===== src/rtl/alu_muldiv.sv =====
// Iterative RISC-V M-extension multiply/divide unit.
// One shift-add or restoring step per cycle; fixed latency of BUS_WIDTH+1.
module alu_muldiv #(
   parameter int BUS_WIDTH = 32
) (
   input  logic                 clk,
   input  logic                 rst_n,
   input  logic                 op_valid,
   output logic                 op_ready,
   input  logic [2:0]           md_op,
   input  logic [BUS_WIDTH-1:0] op1,
   input  logic [BUS_WIDTH-1:0] op2,
   input  logic                 flush,
   output logic [BUS_WIDTH-1:0] result,
   output logic                 result_valid,
   output logic                 zero
);

   localparam int W  = BUS_WIDTH;
   localparam int CW = $clog2(W) + 1;

   typedef enum logic [1:0] {
      IDLE,
      CALC,
      FIX,
      DONE
   } state_e;

   state_e           state_q, state_d;
   logic [2:0]       op_q, op_d;
   logic [CW-1:0]    cnt_q, cnt_d;
   logic [W-1:0]     opnd_q, opnd_d;
   logic [2*W-1:0]   acc_q, acc_d;
   logic             neg1_q, neg1_d;
   logic             neg2_q, neg2_d;
   logic [W-1:0]     res_q, res_d;

   logic             sgn1, sgn2, n1, n2;
   logic [W-1:0]     mag1, mag2;
   logic [W:0]       msum;
   logic [W:0]       rsh;
   logic [W+1:0]     diff;
   logic [2*W-1:0]   mstep, dstep;
   logic [2*W-1:0]   prod_fix;
   logic [W-1:0]     quo_fix, rem_fix;

   // Operand signedness by funct3; MUL low word is sign-agnostic
   assign sgn1 = (md_op == 3'b001) || (md_op == 3'b010) ||
                 (md_op == 3'b100) || (md_op == 3'b110);
   assign sgn2 = (md_op == 3'b001) || (md_op == 3'b100) ||
                 (md_op == 3'b110);
   assign n1   = sgn1 & op1[W-1];
   assign n2   = sgn2 & op2[W-1];
   assign mag1 = n1 ? (W'(0) - op1) : op1;
   assign mag2 = n2 ? (W'(0) - op2) : op2;

   assign msum  = {1'b0, acc_q[2*W-1:W]} +
                  {1'b0, (acc_q[0] ? opnd_q : W'(0))};
   assign mstep = {msum, acc_q[W-1:1]};

   // Extra headroom bit keeps divide-by-zero on the "subtract" path
   assign rsh   = {acc_q[2*W-1:W], acc_q[W-1]};
   assign diff  = {1'b0, rsh} - {2'b00, opnd_q};
   assign dstep = diff[W+1] ?
                  {rsh[W-1:0], acc_q[W-2:0], 1'b0} :
                  {diff[W-1:0], acc_q[W-2:0], 1'b1};

   assign prod_fix = (neg1_q ^ neg2_q) ? ((2*W)'(0) - acc_q) : acc_q;
   assign quo_fix  = ((neg1_q ^ neg2_q) && (opnd_q != W'(0))) ?
                     (W'(0) - acc_q[W-1:0]) : acc_q[W-1:0];
   assign rem_fix  = neg1_q ? (W'(0) - acc_q[2*W-1:W]) :
                     acc_q[2*W-1:W];

   always_comb begin
      state_d = state_q;
      op_d    = op_q;
      cnt_d   = cnt_q;
      opnd_d  = opnd_q;
      acc_d   = acc_q;
      neg1_d  = neg1_q;
      neg2_d  = neg2_q;
      res_d   = res_q;
      unique case (state_q)
         IDLE: begin
            if (op_valid) begin
               state_d = CALC;
               op_d    = md_op;
               cnt_d   = '0;
               neg1_d  = n1;
               neg2_d  = n2;
               opnd_d  = md_op[2] ? mag2 : mag1;
               acc_d   = md_op[2] ? {W'(0), mag1} : {W'(0), mag2};
            end
         end
         CALC: begin
            acc_d = op_q[2] ? dstep : mstep;
            cnt_d = cnt_q + CW'(1);
            if (cnt_q == CW'(W - 1)) begin
               state_d = FIX;
            end
         end
         FIX: begin
            state_d = DONE;
            unique case (1'b1)
               !op_q[2] && (op_q[1:0] == 2'b00): res_d = prod_fix[W-1:0];
               !op_q[2] && (op_q[1:0] != 2'b00): res_d = prod_fix[2*W-1:W];
               op_q[2] && !op_q[1]:              res_d = quo_fix;
               default:                          res_d = rem_fix;
            endcase
         end
         DONE: begin
            state_d = IDLE;
         end
         default: begin
            state_d = IDLE;
         end
      endcase
      if (flush) begin
         state_d = IDLE;
         res_d   = res_q;
      end
   end

   always_ff @(posedge clk or negedge rst_n) begin
      if (!rst_n) begin
         state_q <= IDLE;
         op_q    <= '0;
         cnt_q   <= '0;
         opnd_q  <= '0;
         acc_q   <= '0;
         neg1_q  <= 1'b0;
         neg2_q  <= 1'b0;
         res_q   <= '0;
      end else begin
         state_q <= state_d;
         op_q    <= op_d;
         cnt_q   <= cnt_d;
         opnd_q  <= opnd_d;
         acc_q   <= acc_d;
         neg1_q  <= neg1_d;
         neg2_q  <= neg2_d;
         res_q   <= res_d;
      end
   end

   assign op_ready     = (state_q == IDLE);
   assign result_valid = (state_q == DONE);
   assign result       = res_q;
   assign zero         = (res_q == W'(0));

endmodule


===== config.mk =====
export PLATFORM = sky130hd
export DESIGN_NAME = alu_muldiv
export DESIGN_NICKNAME = d
export VERILOG_FILES = /design/src/rtl/alu_muldiv.sv
export SDC_FILE = /design/constraint.sdc
export NUM_CORES = 1
export LEC_CHECK = 0
export CAP_MARGIN = 5
export CORE_MARGIN = 4
export CORE_UTILIZATION = 50
export DETAILED_ROUTE_END_ITERATION = 10
export HOLD_SLACK_MARGIN = 0.02
export PLACE_DENSITY = 0.74
export RECOVER_POWER = 50
export SLEW_MARGIN = 20
export SYNTH_ARGS = -nofsm -noshare
export SYNTH_HDL_FRONTEND = slang
export SYNTH_SLANG_ARGS = --single-unit

===== constraint.sdc =====
create_clock -name clk -period 4.2 [get_ports clk]
set_clock_uncertainty 0.2 [all_clocks]
set_input_delay 1.26 -clock clk [delete_from_list [all_inputs] [get_ports clk]]
set_output_delay 1.26 -clock clk [all_outputs]
set_load 0.01 [all_outputs]

======== Yosys cells after proc, flatten, opt, wreduce, memory -nomap -nowiden ========
Cells that the tools add are included.
operators by class
  $add $sub $neg .......................... 8
  equality and inequality tests ........... 11
  muxes and demuxes ....................... 19
  bitwise operators ....................... 4
  reductions and logical operators ........ 21
operators with widths
  kind                     count
  $mux W64                 4
  $mux W32                 7
  $pmux W64 S2             1
  $sub A1 B32 Y32 const A  4
  $pmux W32 S3             1
  $sub A1 B64 Y64 const A  1
  $sub A33 B32 Y34         1
  $add A32 B32 Y33         1
  $logic_not A32 Y1        1
  $reduce_bool A32 Y1      1
  $pmux W6 S2              1
  $pmux W2 S4              1
  $reduce_and A2 Y1        4
  $add A6 B1 Y6 const B    1
  $eq A3 B3 Y1 const B     2
  $eq A6 B5 Y1 const B     1
  $mux W2                  3
  $mux W6                  1
  $logic_or A1 B1 Y1       5
  $eq A2 B2 Y1 const B     2
  $logic_and A1 B1 Y1      4
  $logic_not A2 Y1         2
  $reduce_bool A2 Y1       2
  $eq A3 B1 Y1 const B     1
  other kinds (9)          11
storage, ports and cells
  register bits after elaboration ......... 141
  input bits .............................. 71
  output and inout bits ................... 35
  word-level logic and storage cells ...... 71

======== Logic depth before layout (Yosys ltp) ========
Gate-level depths: netlist of the first run.
  word-level depth ........................ 9
  depth in mapped cells ................... 15
  mapped depth without buffers ............ 13

======== Worst setup path before layout of the first run ========
No wires, ideal clock.
  kind .................................... register to register
  from .................................... register acc_q[0]
  to ...................................... register acc_q[61]
  arrival ................................. 3454 ps
  data required time ...................... 3874 ps
  slack ................................... 420 ps
  cell stages (with the launch flop) ...... 14
  path buffers ............................ 1
  clock period less this slack ............ 3780 ps
  cell sequence ........................... dfrtp_1 -> inv_1 -> clkbuf_1 -> nor2_1 -> ha_1 -> and3_1 -> a221oi_1 -> nor2_1 -> nor4b_1 -> o41ai_1 -> a2111oi_0 -> o21bai_1 -> xnor2_1 -> a221o_1
on the way
  cells in the longest elaborated chain, start to end .. 4
RTL lines
  item                    RTL line  text
  from (decl)             33        logic [2*W-1:0] acc_q, acc_d;
  from (signal assigned)  130       acc_q <= '0;
  from (signal assigned)  139       acc_q <= acc_d;
  $mux W32                58        {1'b0, (acc_q[0] ? opnd_q : W'(0))};
  $add A32 B32 Y33        57        assign msum = {1'b0, acc_q[2*W-1:W]} +
  $mux W64                96        acc_d = op_q[2] ? dstep : mstep;
  $pmux W64 S2            83        unique case (state_q)
No other way between the ends.
A chain may end at the register's enable or synchronous reset.

======== Worst setup path after layout of the first run ========
  from .................................... register acc_q[0]
  to ...................................... register res_q[30], in the netlist result[30]
on the way
  cells in the longest elaborated chain, start to end .. 3
RTL lines
  item                                                RTL line  text
  $sub A1 B64 Y64 or $sub A1 B32 Y32 (tied branches)  68, 70
  $mux W64 or $mux W32 (tied branches)                68, 69
  $pmux W32 S3 *                                      104       unique case (1'b1)
  to (signal assigned)                                142       res_q <= res_d;
  to (decl)                                           36        logic [W-1:0] res_q, res_d;
Every way passes the cells marked *; elsewhere a longest branch is shown, timed or not.

==> out/metrics.yaml, run 1 <==
worst_setup_path:
  setup.worst_path.end_class: "flop"
  rrSetupSlack_ns: 0.26
  arrival_ns: 4.04
  reg2reg_to: "result[30]$_DFFE_PN0P_"
  cp-start-kind: "flop"
  path_max_fanout: 8
  r2r-start: "acc_q[0]$_DFFE_PN0P_"
  crit_type: "flop to flop"
  worstRegToRegCells: 12
  cp.required_ns: 4.31
yosys:
  ys_warn_count: 0
  synth_mux_area_frac: 0.04513
  synth_fp_nets: 2087
  netlist_area_um2: 14560
  ys_types: 82
  synth_xor_area_frac: 0.1089
  synth_cells: 1941
  ys.flop_type: "dfrtp_1"
  async_flop_share: 1.000
  synth_simple_gate_area_frac: 0.2042
  synth_compound_area_frac: 0.2789
  synth_edf_count: 0
  synth-seq-cells: 141
  synth_top_family_by_area: "compound AO/OA/AOI/OAI gates"
  syn_area_per_cell_um2: 7.499
  synth_adder_area_share: 0.06550
  seq_area_frac_synth: 0.2424
clock_network:
  clk_latency_ns: 0.44
  postCtsHoldBufs: 0
  htreeDepth: 4
  cts-root-buf: "clkbuf_16"
  clk_path_buf_depth: 2
  cts_inserted_buffers: 17
  ctsResizeCount: 0
  cts_sinks: 141
  cts_tree: "built"
  cts.clk_slew.worst_paths_ns: 0.07
  cts_setup_buffers: 0
sta:
  rsz0062_at_grt: "no"
  maxSlewViolCount: 173
  hold_viol_final: 0
  setup_slack_ns: 0.2634
  setup_viol: 0
  finalSetupTns_ns: 0
  hold_ws_ns: 0.3075
  fin_crit_ns: 3.937
  worstMarginPinSlew_ns: 1.939
  timing.slew.headroom: -0.2928
  max_freq_mhz: 254.0
  fin_crit_sh: 0.9373
die:
  dieArea_um2: 31900
  start_util: 0.5071
  die_y_um: 178.6
  die_x_um: 178.6
  ioPinCount: 106
  rows: 62
  fp.coreArea_um2: 28700
global_routing:
  antenna_found_initial: 1
  gr-usage-all-layers: 0.3231
  grt_pass1_wl_mm: 81.39
  grt_max_degree: 104
  grt_pass1_vias: 14433
  gr-total-overflow: 0
placed_design:
  dp_cells: 2395
  gp_congestion: 1.078
  dpl_worst_slack_ns: 0.1302
  portBuffers: 105
  hpwl_mm: 40.88
layout:
  stdcell_count: 2427
  syn_to_final_growth_pct: 16.44
  antenna_cells: 0
  layout.nets: 2176
  nFillCells: 2580
  layout-drive-gt1-share: 0.08811
  fin_util: 0.5905
route:
  drc: 0
  dr.max_layer_used: "met5"
  routed-wl-met2_mm: 22.94
  num_vias: 15679
  viasPerCell: 6.460
  drt_iter0_markers: 2019
  wl_met3_mm: 4.757
  wirelength_mm: 52.29
  postRouteAntennaNets: 0
  met1Wirelength_mm: 22.20
  wl_per_cell_um: 21.54
  dr.pass1.iters: 7
worst_hold_path:
  worstHoldStart: "result[22]$_DFFE_PN0P_"
  hold_path_end: "result[22]$_DFFE_PN0P_"
  min_path_cells: 2
  hold_path.class: "flop to flop"
status:
  violations: "capacitance limit, slew limit"
  status: "complete, but fails checks"
power:
  p_leak_nw: 7.072
  power_density_nw_per_um2: 815.4
  vdd_drop_max_v: 0.0004121
flow_run:
  cap_violations: 2
## per-layer routing
layer	track usage	vias up
li1	-	7246
met1	0.4487	7422
met2	0.5006	861
met3	0.05002	148
met4	0.1369	2
met5	0	-
## area by class of cell
cell class | count | area [um^2] | share of cell area
Multi-Input combinational cell | 1593 | 10260 | 0.6057
Sequential cell | 141 | 3530 | 0.2083
Timing Repair Buffer | 204 | 1804 | 0.1065
Tap cell | 384 | 480.5 | 0.02835
Clock buffer | 17 | 425.4 | 0.02510
Inverter | 73 | 274.0 | 0.01617
Clock inverter | 15 | 168.9 | 0.009967
## synthesized netlist by cell type (29+ instances only)
library cell | number | area, um^2
a21oi_1 | 182 | 910.9
o21ai_0 | 169 | 845.8
xnor2_1 | 103 | 902.1
nor4_1 | 29 | 181.4
xor2_1 | 78 | 683.2
mux2i_1 | 42 | 420.4
nor3_1 | 52 | 260.3
nor2_1 | 200 | 750.7
inv_1 | 73 | 274.0
nand2_1 | 206 | 773.2
a211oi_1 | 29 | 217.7
clkbuf_1 | 118 | 442.9
ha_1 | 73 | 913.4
dfrtp_1 | 141 | 3528
## report_power, final
part           internal, mW  total, mW  leakage, nW  switching (mW)
clock network         0.853       1.61        0.296           0.756
logic                  3.76       9.37         5.01            5.61
registers              1.92       2.84         1.77           0.913
total                  6.54       13.8         7.07            7.28
## registers in the layout, indices dropped and copies added (netlist names)
name and cells:
acc_q 64, opnd_q 32, state_q 2, cnt_q 6, result 32, op_q 3, neg2_q 1, neg1_q 1
## metrics by stage
stage | total power, mW | area (um^2)
6_report | 13.82 | 16950
5_1_grt | 14.71 | 16950
4_1_cts | 13.57 | 16970
3_5_place_dp | 11.95 | 16370
3_3_place_gp | 11.78 | 16370
2_1_floorplan | 8.788 | 14560
## critical path, cell delays in order, from the launching register on
cell,delay (ns)
dfrtp_1,0.37
inv_1,0.33
ha_1,0.29
or4b_1,0.55
nor4_4,0.20
nand3_1,0.19
nor3_1,0.42
nor2b_1,0.32
a21oi_1,0.12
xor2_1,0.15
a2111oi_0,0.41
buf_4,0.17
o21ai_0,0.06
## cells by family after synthesis
family | count (synthesis)
xor gates and xnor gates | 181
DFF | 141
adders and majority gates | 75
buffers and inverters | 207
and+or+nand+nor | 635
AOI/OAI and AO/OA | 639
muxes | 63
## placed cells by master (no fill, tap or decap), types with 9 or more instances in the layout
master,instances
nand2b_1,15
a31oi_1,27
or3_1,18
mux2_2,21
and2_1,12
and3_1,11
nor3_1,52
a21o_1,21
nand4_1,15
o211ai_1,19
o221ai_1,12
nand3_1,26
a221oi_1,20
ha_1,73
nor4_1,29
o21a_1,11
o21bai_1,10
nand2_1,206
o31ai_1,27
xor2_1,77
dlygate4sd3_1,9
nor2_1,199
xnor2_1,102
dfrtp_1,140
buf_4,91
o22ai_1,9
o21ai_1,10
a22oi_1,13
a21oi_1,182
clkbuf_16,17
clkdlybuf4s50_1,94
mux2i_1,42
o21ai_0,169
inv_1,73
nor2b_1,11
a211oi_1,29
## how the worst max path moves through the flow
stage	slack [ns]	to	from	cells after the start
finish	0.26	result[30]$_DFFE_PN0P_	acc_q[0]$_DFFE_PN0P_	12
global route	0.02	acc_q[63]$_DFFE_PN0P_	opnd_q[10]$_DFFE_PN0P_	12
CTS	0.33	acc_q[61]$_DFFE_PN0P_	acc_q[0]$_DFFE_PN0P_	13
detailed placement	0.13	acc_q[29]$_DFFE_PN0P_	op2[3]	9
global placement	0.09	opnd_q[28]$_DFFE_PN0P_	op1[5]	12
floorplan	0.42	acc_q[61]$_DFFE_PN0P_	acc_q[0]$_DFFE_PN0P_	13
(Power assumes the default switching activity.)
==> run 2: changes to the inputs <==
--- a/config.mk
+++ b/config.mk
@@ -8,6 +8,7 @@
 export CAP_MARGIN = 5
 export CORE_MARGIN = 4
 export CORE_UTILIZATION = 50
+export CTS_CLUSTER_SIZE = 25
 export DETAILED_ROUTE_END_ITERATION = 10
 export HOLD_SLACK_MARGIN = 0.02
 export PLACE_DENSITY = 0.74
==> results of run 2 <==
Final layout, timing and power as in run 1 (identical DEF).
